===== config.mk =====
export PLATFORM = sky130hd
export DESIGN_NAME = branch_predict_unit_flat
export DESIGN_NICKNAME = d
export VERILOG_FILES = /design/src/rtl/branch_predict_unit_pkg.sv /design/src/rtl/branch_predict_unit_if.sv /design/src/rtl/branch_predict_unit_sat_counter32.sv /design/src/rtl/branch_predict_unit.sv /design/src/flat_wrapper.sv
export SDC_FILE = /design/constraint.sdc
export NUM_CORES = 1
export LEC_CHECK = 0
export ABC_AREA = 1
export CORE_MARGIN = 5
export CORE_UTILIZATION = 40
export CTS_CLUSTER_DIAMETER = 100
export DETAILED_ROUTE_END_ITERATION = 12
export HOLD_SLACK_MARGIN = 0.12
export PLACE_DENSITY = 0.59
export SYNTH_ARGS = -nofsm -noshare
export SYNTH_HDL_FRONTEND = slang
export SYNTH_SLANG_ARGS = --single-unit

===== constraint.sdc =====
create_clock -name clk -period 10.81 [get_ports clk]
set_input_delay 1.6215 -clock clk [delete_from_list [all_inputs] [get_ports clk]]
set_output_delay 1.6215 -clock clk [all_outputs]
set_load 0.02 [all_outputs]

===== src/rtl/branch_predict_unit_pkg.sv =====
`default_nettype none
// ============================================================================
// Module      : bp_pkg
// Description : Shared types and helpers for the branch predict unit.
//               Holds the default configuration (PC width, BTB depth and
//               counter width), the BTB entry layout, the counter reset and
//               allocation values, and the saturating counter step.
// Revision    : 1.0 - initial release
// ============================================================================
package bp_pkg;

    localparam int BP_PC_W    = 9;
    localparam int BP_ENTRIES = 16;
    localparam int BP_CNT_W   = 2;

    localparam int BP_IDX_W = $clog2(BP_ENTRIES);
    localparam int BP_TAG_W = BP_PC_W - BP_IDX_W - 2;

    // The counter resets to weakly not-taken. A fresh allocation starts one
    // step higher, at weakly taken.
    localparam logic [BP_CNT_W-1:0] CNT_INIT       = BP_CNT_W'((1 << (BP_CNT_W - 1)) - 1);
    localparam logic [BP_CNT_W-1:0] CNT_WEAK_TAKEN = BP_CNT_W'(1 << (BP_CNT_W - 1));

    typedef struct packed {
        logic                valid;
        logic [BP_TAG_W-1:0] tag;
        logic [BP_PC_W-1:0]  target;
        logic [BP_CNT_W-1:0] cnt;
    } bp_entry_t;

    // One saturating step: up when taken, down when not taken.
    function automatic logic [BP_CNT_W-1:0] cnt_next(input logic [BP_CNT_W-1:0] cnt,
                                                     input logic                taken);
        if (taken) begin
            return (cnt == '1) ? cnt : cnt + BP_CNT_W'(1);
        end
        return (cnt == '0) ? cnt : cnt - BP_CNT_W'(1);
    endfunction

endpackage
`default_nettype wire


===== src/rtl/branch_predict_unit_if.sv =====
`default_nettype none
// ============================================================================
// Module      : branch_predict_unit_if
// Description : Bundle between the core pipeline and the branch predict unit.
//               It carries the IF lookup, the EX resolution inputs, the
//               redirect/link outputs and the statistics counters.
//               master : pipeline side (drives the PCs and EX info, receives
//                        the predictions and redirects)
//               slave  : predictor side
// Revision    : 1.0 - initial release
// ============================================================================
interface branch_predict_unit_if
    import bp_pkg::*;
#(
    parameter int PC_W = BP_PC_W
);
    logic [PC_W-1:0] if_pc;
    logic            pred_taken;
    logic [31:0]     pred_target;

    logic            ex_valid;
    logic [PC_W-1:0] ex_pc;
    logic            ex_branch;
    logic            ex_jal;
    logic            ex_jalr;
    logic [31:0]     ex_imm;
    logic [31:0]     ex_alu_result;
    logic            ex_pred_taken;
    logic [31:0]     ex_pred_target;
    logic            flag_halt;

    logic            redirect;
    logic [31:0]     redirect_pc;
    logic [31:0]     pc_four;
    logic [31:0]     stat_branches;
    logic [31:0]     stat_mispredicts;

    modport master (
        output if_pc, ex_valid, ex_pc, ex_branch, ex_jal, ex_jalr, ex_imm,
               ex_alu_result, ex_pred_taken, ex_pred_target, flag_halt,
        input  pred_taken, pred_target, redirect, redirect_pc, pc_four,
               stat_branches, stat_mispredicts
    );

    modport slave (
        input  if_pc, ex_valid, ex_pc, ex_branch, ex_jal, ex_jalr, ex_imm,
               ex_alu_result, ex_pred_taken, ex_pred_target, flag_halt,
        output pred_taken, pred_target, redirect, redirect_pc, pc_four,
               stat_branches, stat_mispredicts
    );
endinterface
`default_nettype wire


===== src/rtl/branch_predict_unit_sat_counter32.sv =====
`default_nettype none
// ============================================================================
// Module      : bp_sat_counter32
// Description : 32-bit event counter that sticks at all-ones. It increments
//               on inc unless freeze is set, and resets asynchronously.
//               clk, reset : clock / async active-high reset
//               inc        : count one event this cycle
//               freeze     : hold the current value
//               count      : current value
// Revision    : 1.0 - initial release
// ============================================================================
module bp_sat_counter32 (
    input  wire logic        clk,
    input  wire logic        reset,
    input  wire logic        inc,
    input  wire logic        freeze,
    output logic      [31:0] count
);
    always_ff @(posedge clk or posedge reset) begin
        if (reset) begin
            count <= '0;
        end else if (inc && !freeze && (count != 32'hFFFF_FFFF)) begin
            count <= count + 32'd1;
        end
    end
endmodule
`default_nettype wire


===== src/rtl/branch_predict_unit.sv =====
`default_nettype none
// ============================================================================
// Module      : branch_predict_unit
// Description : Direct-mapped BTB with saturating direction counters. It is
//               looked up combinationally in IF and trained from the EX
//               resolution of branches, JAL and JALR. On a misprediction it
//               raises a zero-latency redirect, and it counts resolved
//               control transfers and redirects.
//               clk, reset : clock / async active-high reset
//               bp         : pipeline bundle (slave side)
// Revision    : 1.0 - initial release
// ============================================================================
module branch_predict_unit
    import bp_pkg::*;
#(
    parameter int PC_W    = BP_PC_W,
    parameter int ENTRIES = BP_ENTRIES,
    parameter int CNT_W   = BP_CNT_W
) (
    input  wire logic             clk,
    input  wire logic             reset,
    branch_predict_unit_if.slave  bp
);
    localparam int c_IDX_W = $clog2(ENTRIES);

    bp_entry_t r_table [ENTRIES];

    // ---------------- IF lookup ----------------
    logic [c_IDX_W-1:0]        w_if_idx;
    logic [PC_W-c_IDX_W-3:0]   w_if_tag;
    bp_entry_t                 w_if_ent;
    logic                      w_if_hit;

    assign w_if_idx = bp.if_pc[c_IDX_W+1:2];
    assign w_if_tag = bp.if_pc[PC_W-1:c_IDX_W+2];
    assign w_if_ent = r_table[w_if_idx];
    assign w_if_hit = w_if_ent.valid && (w_if_ent.tag == w_if_tag);

    assign bp.pred_taken  = w_if_hit && w_if_ent.cnt[CNT_W-1] && !bp.flag_halt;
    assign bp.pred_target = bp.pred_taken ? 32'(w_if_ent.target) : 32'd0;

    // ---------------- EX resolution ----------------
    logic [c_IDX_W-1:0]        w_ex_idx;
    logic [PC_W-c_IDX_W-3:0]   w_ex_tag;
    bp_entry_t                 w_ex_ent;
    logic                      w_ex_hit;
    logic                      w_is_cti;
    logic                      w_act_taken;
    logic [31:0]               w_target;
    logic [31:0]               w_pc_four;
    logic                      w_cti_miss;
    logic                      w_stale_alias;

    assign w_ex_idx = bp.ex_pc[c_IDX_W+1:2];
    assign w_ex_tag = bp.ex_pc[PC_W-1:c_IDX_W+2];
    assign w_ex_ent = r_table[w_ex_idx];
    assign w_ex_hit = w_ex_ent.valid && (w_ex_ent.tag == w_ex_tag);

    assign w_is_cti    = bp.ex_valid && (bp.ex_branch || bp.ex_jal || bp.ex_jalr);
    assign w_act_taken = bp.ex_jal || bp.ex_jalr || (bp.ex_branch && bp.ex_alu_result[0]);

    // JALR wins over JAL/branch when several flags are set, so it alone
    // selects the register target; JAL and branch share the PC-relative one.
    assign w_target  = bp.ex_jalr ? {bp.ex_alu_result[31:1], 1'b0}
                                  : 32'(bp.ex_pc) + bp.ex_imm;
    assign w_pc_four = 32'(bp.ex_pc) + 32'd4;

    assign w_cti_miss = w_is_cti &&
                        ((w_act_taken != bp.ex_pred_taken) ||
                         (w_act_taken && (bp.ex_pred_target != w_target)));
    // A non-CTI that was fetched as taken means the BTB entry aliased onto
    // a different instruction; fall through and drop the entry.
    assign w_stale_alias = bp.ex_valid && !w_is_cti && bp.ex_pred_taken;

    assign bp.redirect    = w_cti_miss || w_stale_alias;
    assign bp.redirect_pc = w_act_taken ? w_target : w_pc_four;
    assign bp.pc_four     = w_pc_four;

    // ---------------- Training ----------------
    always_ff @(posedge clk or posedge reset) begin
        if (reset) begin
            for (int i = 0; i < ENTRIES; i++) begin
                r_table[i] <= '{valid: 1'b0, tag: '0, target: '0, cnt: CNT_INIT};
            end
        end else if (!bp.flag_halt) begin
            if (w_is_cti) begin
                if (w_ex_hit) begin
                    r_table[w_ex_idx].cnt <= cnt_next(w_ex_ent.cnt, w_act_taken);
                    if (w_act_taken) begin
                        r_table[w_ex_idx].target <= w_target[PC_W-1:0];
                    end
                end else if (w_act_taken) begin
                    r_table[w_ex_idx] <= '{valid: 1'b1, tag: w_ex_tag,
                                           target: w_target[PC_W-1:0],
                                           cnt: CNT_WEAK_TAKEN};
                end
            end else if (w_stale_alias && w_ex_hit) begin
                r_table[w_ex_idx].valid <= 1'b0;
            end
        end
    end

    // ---------------- Statistics ----------------
    bp_sat_counter32 u_stat_branches (
        .clk    (clk),
        .reset  (reset),
        .inc    (w_is_cti),
        .freeze (bp.flag_halt),
        .count  (bp.stat_branches)
    );

    bp_sat_counter32 u_stat_mispredicts (
        .clk    (clk),
        .reset  (reset),
        .inc    (bp.redirect),
        .freeze (bp.flag_halt),
        .count  (bp.stat_mispredicts)
    );
endmodule
`default_nettype wire


===== src/flat_wrapper.sv =====
// flat-port wrapper written by rule: the top's interface ports become plain ports
module branch_predict_unit_flat import bp_pkg::*;
#(
    parameter int PC_W    = BP_PC_W,
    parameter int ENTRIES = BP_ENTRIES,
    parameter int CNT_W   = BP_CNT_W
)
  (clk, reset, bp_if_pc, bp_ex_valid, bp_ex_pc, bp_ex_branch, bp_ex_jal, bp_ex_jalr, bp_ex_imm, bp_ex_alu_result, bp_ex_pred_taken, bp_ex_pred_target, bp_flag_halt, bp_pred_taken, bp_pred_target, bp_redirect, bp_redirect_pc, bp_pc_four, bp_stat_branches, bp_stat_mispredicts);
  branch_predict_unit_if #(.PC_W(PC_W)) bp_i ();
  input  wire logic clk;
  input  wire logic reset;
  input wire logic [$bits(bp_i.if_pc)-1:0] bp_if_pc;
  input wire logic [$bits(bp_i.ex_valid)-1:0] bp_ex_valid;
  input wire logic [$bits(bp_i.ex_pc)-1:0] bp_ex_pc;
  input wire logic [$bits(bp_i.ex_branch)-1:0] bp_ex_branch;
  input wire logic [$bits(bp_i.ex_jal)-1:0] bp_ex_jal;
  input wire logic [$bits(bp_i.ex_jalr)-1:0] bp_ex_jalr;
  input wire logic [$bits(bp_i.ex_imm)-1:0] bp_ex_imm;
  input wire logic [$bits(bp_i.ex_alu_result)-1:0] bp_ex_alu_result;
  input wire logic [$bits(bp_i.ex_pred_taken)-1:0] bp_ex_pred_taken;
  input wire logic [$bits(bp_i.ex_pred_target)-1:0] bp_ex_pred_target;
  input wire logic [$bits(bp_i.flag_halt)-1:0] bp_flag_halt;
  output wire logic [$bits(bp_i.pred_taken)-1:0] bp_pred_taken;
  output wire logic [$bits(bp_i.pred_target)-1:0] bp_pred_target;
  output wire logic [$bits(bp_i.redirect)-1:0] bp_redirect;
  output wire logic [$bits(bp_i.redirect_pc)-1:0] bp_redirect_pc;
  output wire logic [$bits(bp_i.pc_four)-1:0] bp_pc_four;
  output wire logic [$bits(bp_i.stat_branches)-1:0] bp_stat_branches;
  output wire logic [$bits(bp_i.stat_mispredicts)-1:0] bp_stat_mispredicts;
  assign bp_i.if_pc = bp_if_pc;
  assign bp_i.ex_valid = bp_ex_valid;
  assign bp_i.ex_pc = bp_ex_pc;
  assign bp_i.ex_branch = bp_ex_branch;
  assign bp_i.ex_jal = bp_ex_jal;
  assign bp_i.ex_jalr = bp_ex_jalr;
  assign bp_i.ex_imm = bp_ex_imm;
  assign bp_i.ex_alu_result = bp_ex_alu_result;
  assign bp_i.ex_pred_taken = bp_ex_pred_taken;
  assign bp_i.ex_pred_target = bp_ex_pred_target;
  assign bp_i.flag_halt = bp_flag_halt;
  assign bp_pred_taken = bp_i.pred_taken;
  assign bp_pred_target = bp_i.pred_target;
  assign bp_redirect = bp_i.redirect;
  assign bp_redirect_pc = bp_i.redirect_pc;
  assign bp_pc_four = bp_i.pc_four;
  assign bp_stat_branches = bp_i.stat_branches;
  assign bp_stat_mispredicts = bp_i.stat_mispredicts;
  branch_predict_unit #(.PC_W(PC_W), .ENTRIES(ENTRIES), .CNT_W(CNT_W)) u_core (.clk(clk), .reset(reset), .bp(bp_i));
endmodule

==> impl_metrics.tcl, run 1 <==
set metrics [dict create \
    die_x_um 227.1 \
    grtUsageTotal 0.2457 \
    holdBufCountCts 0 \
    initial_core_util 0.4048 \
    crit_slowest_cell "inv_2" \
    tightest_slew_ns 1.063 \
    place_congestion 0.9336 \
    nFillCells 4691 \
    antenna_found_initial 15 \
    synth_top_cell_area_share 0.3824 \
    avgSynthCellArea_um2 7.230 \
    cts_tree "done" \
    clock_skew_ns 0.01740 \
    hpwl_um 46340 \
    yosys.area_share.xor_xnor 0.03253 \
    max_slew_margin 0.2906 \
    port_buffers 236 \
    grt_pass1_vias 17490 \
    synth_cell_types 51 \
    cap_violations 0 \
    grt_overflow 0 \
    synth_cells 2607 \
    rrSetupSlack_ns 7.12 \
    ir_drop_v 0.00009268 \
    cts_buffers 37 \
    clk_path_buf_depth 3 \
    synth_edf_count 0 \
    yosys-top-cells-count "nand2_1, dfrtp_1, o21ai_0, nor2_1, inv_1" \
    crit_path_max_fanout 57 \
    dr.pass1.iters 5 \
    synth_area_leaders "dfrtp_1, nand2_1, o21ai_0" \
    cts_num_sinks 304 \
    synth_compound_area_frac 0.1587 \
    crit_top_cell "buf_4" \
    async_flop_share 1.000 \
    htreeDepth 2 \
    initialDrtViolationCount 1615 \
    vias_per_cell 5.309 \
    p_leak_uw 0.01048 \
    use_met1 0.3230 \
    grt_max_degree 100 \
    rsz0062_at_grt "no" \
    clkTransAtPathRegs_ns 0.05 \
    fin_tns_setup_ns 0 \
    grt_first_pass_wirelength_um 100500 \
    core_area_um2 46560 \
    post_cts_resized 0 \
    critical_path_class "in -> out" \
    gr-usage-met3 0.06344 \
    drive_above_1_share 0.05512 \
    synth_flop_cell "dfrtp_1" \
    cts_setup_buffers 0 \
    post_drt_wl_per_cell_um 18.83 \
    synth-seq-cells 304 \
    hold_viol 0 \
    drv_slew 0 \
    pin_count 284 \
    status "completed" \
    fmax_ghz 0.1334 \
    yosysMostFrequentCell "nand2_1" \
    critPathMaxStageDelay_ns 0.83 \
    synth_top_family_by_area "simple AND/OR/NAND/NOR gates" \
    p_per_area_nw_per_um2 152.0 \
    top_usage_layer "met2" \
    hp-class "reg -> reg" \
    synth_top_area_cell "dfrtp_1" \
    muxShareOfSynthArea 0 \
    crit_required_ns 9.19 \
    finalWirelength_um 64490 \
    arrival_ns 5.87 \
    worstPathCellList "buf_4, inv_2, buf_4, nand3_1, o31ai_1, a21oi_1, nor3_1, and3_1, clkinv_1, a311oi_1, clkdlybuf4s50_1" \
    rows 79 \
    yosys.area_share.simple 0.2997 \
    crit_buf_inv 5 \
    synthAdderAreaFrac 0.01168 \
    area_growth_pct 19.46 \
    period_share 0.6934 \
    placed_cell_area_um2 21390 \
    syn_area_um2 18850 \
    final_cell_area_um2 22520 \
    synth_warnings 0 \
    utilization 0.4836 \
    critPathCaptureType "primary output" \
    ant_nets 0 \
    synth_seq_area_share 0.4047 \
    layout.nets 2926 \
    cp-start-kind "input port" \
    cts-root-buf "clkbuf_16" \
    crit_family "buffers and inverters" \
    fin_crit_ns 7.495 \
    dieArea_um2 51560 \
    num_vias 18180 \
    drc_errors 0 \
    setup_violations 0 \
    clock_latency_ns 0.55 \
    use_met2 0.4106 \
    fp.dieH_um 227.1 \
]
## final timing paths
path | startpoint | endpoint | cells after the start
max | bp_if_pc[2] | bp_pred_target[2] | 11
min | u_core.r_table[184]$_DFFE_PP0P_ | u_core.r_table[184]$_DFFE_PP0P_ | 2
min in group asynchronous | reset | u_core.r_table[13]$_DFFE_PP0P_ | 2
min reg2reg | u_core.r_table[184]$_DFFE_PP0P_ | u_core.r_table[184]$_DFFE_PP0P_ | 2
max reg2reg | u_core.r_table[163]$_DFFE_PP0P_ | u_core.r_table[2]$_DFFE_PP0P_ | 17
max in group asynchronous | reset | u_core.u_stat_mispredicts.count[27]$_DFFE_PP0P_ | 4
## worst reg2reg max path, delay by kind of cell, from the launching register on
kind            cells  cell delay (ns)
simple gates       10             2.23
compound gates      5             0.63
flops               1             0.38
buf+inv             2             0.30
## per-stage QoR
stage	hold slack, ns	instances	worst slack, ns	total power, uW
final	0.4720	3425	3.315	3422
after global routing	0.4920	3423	3.087	3612
after CTS	0.4793	3419	3.306	3446
after detailed placement	0.4633	3355	3.314	2257
after global placement	0.4554	3355	3.340	2236
after floorplan	0.4422	2651	0.8123	1981
## final cells by class
| class | instances | area, um2 | share of cell area |
|---|---|---|---|
| antenna | 6 | 15.01 | 0.0006668 |
| clock buffer | 51 | 998.5 | 0.04434 |
| clock inverter | 13 | 117.6 | 0.005223 |
| inverter | 220 | 835.8 | 0.03712 |
| multi-input combinational | 1965 | 9641 | 0.4282 |
| sequential | 304 | 7627 | 0.3387 |
| tap | 607 | 759.5 | 0.03373 |
| timing repair buffer | 259 | 2522 | 0.1120 |
## power breakdown
part	switching, uW	internal [uW]	total (uW)
Clock	502	674	1180
Sequential	126	1350	1480
Combinational	472	295	767
## cell families (layout without fill, tap and decap cells)
group                    count (synthesis)  in the layout
other                                    1             51
AND/OR/NAND/NOR                       1280           1280
flip-flops                             304            304
adder cells (fa/ha/maj)                 17             17
AO/OA/AOI/OAI                          553            553
buffers and inverters                  382            543
XOR/XNOR                                70             70
## cell usage in the layout (no fill, tap or decap), types with 45 or more instances in the layout
cell type,instances
nand2_1,734
dfrtp_1,288
o21ai_0,287
clkdlybuf4s50_1,233
nor2_1,229
inv_1,213
nand3_1,131
a21oi_1,93
o21ai_1,90
nand4_1,61
xor2_1,55
conb_1,45
## sequential cells by signal (all words and copies together) (netlist names)
name	count
u_core.r_table	240
u_core.u_stat_mispredicts.count	32
u_core.u_stat_branches.count	32
## per-layer routing
metal / vias up / part of all wire
met5: - / 0.0016
met4: 18 / 0.020
met3: 111 / 0.072
met2: 584 / 0.47
met1: 8597 / 0.43
li1: 8874 / -
No activity file was read; power rests on OpenSTA's default activity.
==> run 2, diff against run 1 <==
==> constraint.sdc (replaced) <==
create_clock -name clk -period 7.4 [get_ports clk]
set_input_delay 1.11 -clock clk [delete_from_list [all_inputs] [get_ports clk]]
set_output_delay 1.11 -clock clk [all_outputs]
set_load 0.02 [all_outputs]
==> run 2 against run 1 <==
Clock power increased by 60%. Utilization increased by 0.39 points. Design area increased by 0.81%. Worst setup slack got worse by 2.0 ns. Combinational power increased by 46%. Register-to-register slack got worse by 3.4 ns. Worst hold slack improved by 0.0016 ns. Clock skew increased by 0.0068 ns. Final cell count increased by 0.18%. Critical path depth increased by 8. Critical endpoint is now bp_redirect. Highest routed layer unchanged.
==> impl_metrics.tcl, run 2 (synthesis gave the netlist of run 1 again) <==
set metrics [dict create \
    clk_path_buf_depth 3 \
    critPathCaptureType "primary output" \
    period_share 0.8238 \
    seq_area_um2 7627 \
    reg_top3 "u_core.r_table (240), u_core.u_stat_branches.count (32), u_core.u_stat_mispredicts.count (32)" \
    cts-root-buf "clkbuf_16" \
    core_area_um2 46560 \
    cts_setup_buffers 0 \
    grt_first_pass_wirelength_um 102000 \
    ir_drop_v 0.0001556 \
    max_slew_margin 0.4190 \
    fin_crit_ns 6.096 \
    pin_count 284 \
    final_common_cell "nand2_1" \
    layout.nets 2928 \
    largest_reg_flops 240 \
    dr.pass1.iters 5 \
    clock_latency_ns 0.56 \
    grtUsageTotal 0.2489 \
    clkTransAtPathRegs_ns 0.06 \
    crit_family "simple AND/OR/NAND/NOR gates" \
    antenna_found_initial 10 \
    dieArea_um2 51560 \
    cp-start-kind "input port" \
    clock_skew_ns 0.02423 \
    fmax_ghz 0.1640 \
    finalWirelength_um 64650 \
    crit_buf_inv 2 \
    cts_buffers 38 \
    die_x_um 227.1 \
    drive_above_1_share 0.05747 \
    initialDrtViolationCount 1576 \
    worstPathCellList "clkdlybuf4s50_1, ha_1, fa_1, nand2_1, nand2_1, nand3_1, nand2_1, nand2_1, nand3_1, nand2_1, xor2_1, nand3_1, nor2_1, nand3_1, nor2_1, nand3_1, nand2_1, nand2_1, clkdlybuf4s50_1" \
    hp-class "reg -> reg" \
    nFillCells 4705 \
    crit_path_max_fanout 18 \
    fin_tns_setup_ns 0 \
    post_drt_wl_per_cell_um 18.84 \
    vias_per_cell 5.280 \
    hold_viol 0 \
    tightest_slew_ns 0.8705 \
    cts_tree "done" \
    critical_path_class "in -> out" \
    grt_overflow 0 \
    final_cell_mix "nand2_1, dfrtp_1, o21ai_0" \
    rows 79 \
    initial_core_util 0.4048 \
    largest-register "u_core.r_table" \
    hpwl_um 46450 \
    crit_top_cell "nand2_1" \
    rsz0062_at_grt "no" \
    grt_max_degree 159 \
    arrival_ns 4.99 \
    htreeDepth 2 \
    cap_violations 0 \
    multi_input_area_um2 9641 \
    cts_num_sinks 304 \
    critPathMaxStageDelay_ns 0.59 \
    p_leak_uw 0.01057 \
    place_congestion 0.9732 \
    port_buffers 236 \
    drv_slew 0 \
    crit_required_ns 6.29 \
    setup_violations 0 \
    status "completed" \
    utilization 0.4875 \
    area_growth_pct 20.43 \
    post_cts_resized 0 \
    drc_errors 0 \
    p_per_area_nw_per_um2 227.6 \
    grt_pass1_vias 17730 \
    num_vias 18120 \
    ant_nets 0 \
    fp.dieH_um 227.1 \
    holdBufCountCts 0 \
    crit_slowest_cell "nand2_1" \
]
-- run 2: cell types whose count changed in the layout (fill, tap and decap cells not counted), sizes merged --
| cell | before | now |
|---|---|---|
| diode | 6 | 5 |
| clkinv | 10 | 6 |
| clkbuf | 51 | 63 |
| inv | 220 | 218 |
| buf | 26 | 27 |
-- run 2: layer usage --
metal / up-vias / share of wire / wire, um / track usage
met5: - / 0.00090 / 58 / 0
met3: 89 / 0.070 / 4545 / 0.05725
met2: 555 / 0.47 / 30380 / 0.4098
met1: 8581 / 0.44 / 28230 / 0.3349
li1: 8884 / - / - / -
met4: 8 / 0.022 / 1433 / 0.06346
-- run 2: path summary, 6_finish.rpt --
check	from	to	slack (ns)	cells past startpoint
setup / recovery	bp_ex_pc[0]	bp_redirect	1.30	19
max in group asynchronous	reset	u_core.r_table[80]$_DFFE_PP0P_	5.06	3
min in group asynchronous	reset	u_core.r_table[131]$_DFFE_PP0P_	1.04	2
hold / removal	u_core.r_table[184]$_DFFE_PP0P_	u_core.r_table[184]$_DFFE_PP0P_	0.47	2
setup reg to reg	u_core.r_table[162]$_DFFE_PP0P_	u_core.r_table[127]$_DFFE_PP0P_	3.75	17
hold reg to reg	u_core.r_table[184]$_DFFE_PP0P_	u_core.r_table[184]$_DFFE_PP0P_	0.47	2
-- run 2: final cells by class --
type	count	area share
tap	607	0.03346
clock inverter	7	0.003748
timing repair buffer	260	0.1126
antenna	5	0.0005512
multi-input combinational	1965	0.4247
sequential	304	0.3360
clock buffer	63	0.05226
inverter	220	0.03666
-- run 2: report_power, final --
group	total, uW	switching [uW]	internal (uW)
clock network	1890	753	1130
registers	2160	185	1980
logic	1120	685	433
total	5170	1620	3540
-- run 2: stage by stage --
| stage | cell area [um2] | setup WS, ns | power [uW] | std cells | hold WS, ns |
|---|---|---|---|---|---|
| final | 22700 | 1.304 | 5166 | 3431 | 0.4736 |
| after global routing | 22700 | 1.023 | 5454 | 3430 | 0.5012 |
| after CTS | 22690 | 1.257 | 5207 | 3426 | 0.4730 |
| after detailed placement | 21410 | 1.266 | 3300 | 3356 | 0.4594 |
| after global placement | 21410 | 1.294 | 3270 | 3356 | 0.4572 |
| after floorplan | 19020 | 2.260 | 2895 | 2651 | 0.4422 |
-- run 2: tightest hold or removal path: stages, from the launching register on --
cell and delay [ns]:
dfrtp_1 0.34, nand2_1 0.05, nand2_1 0.05
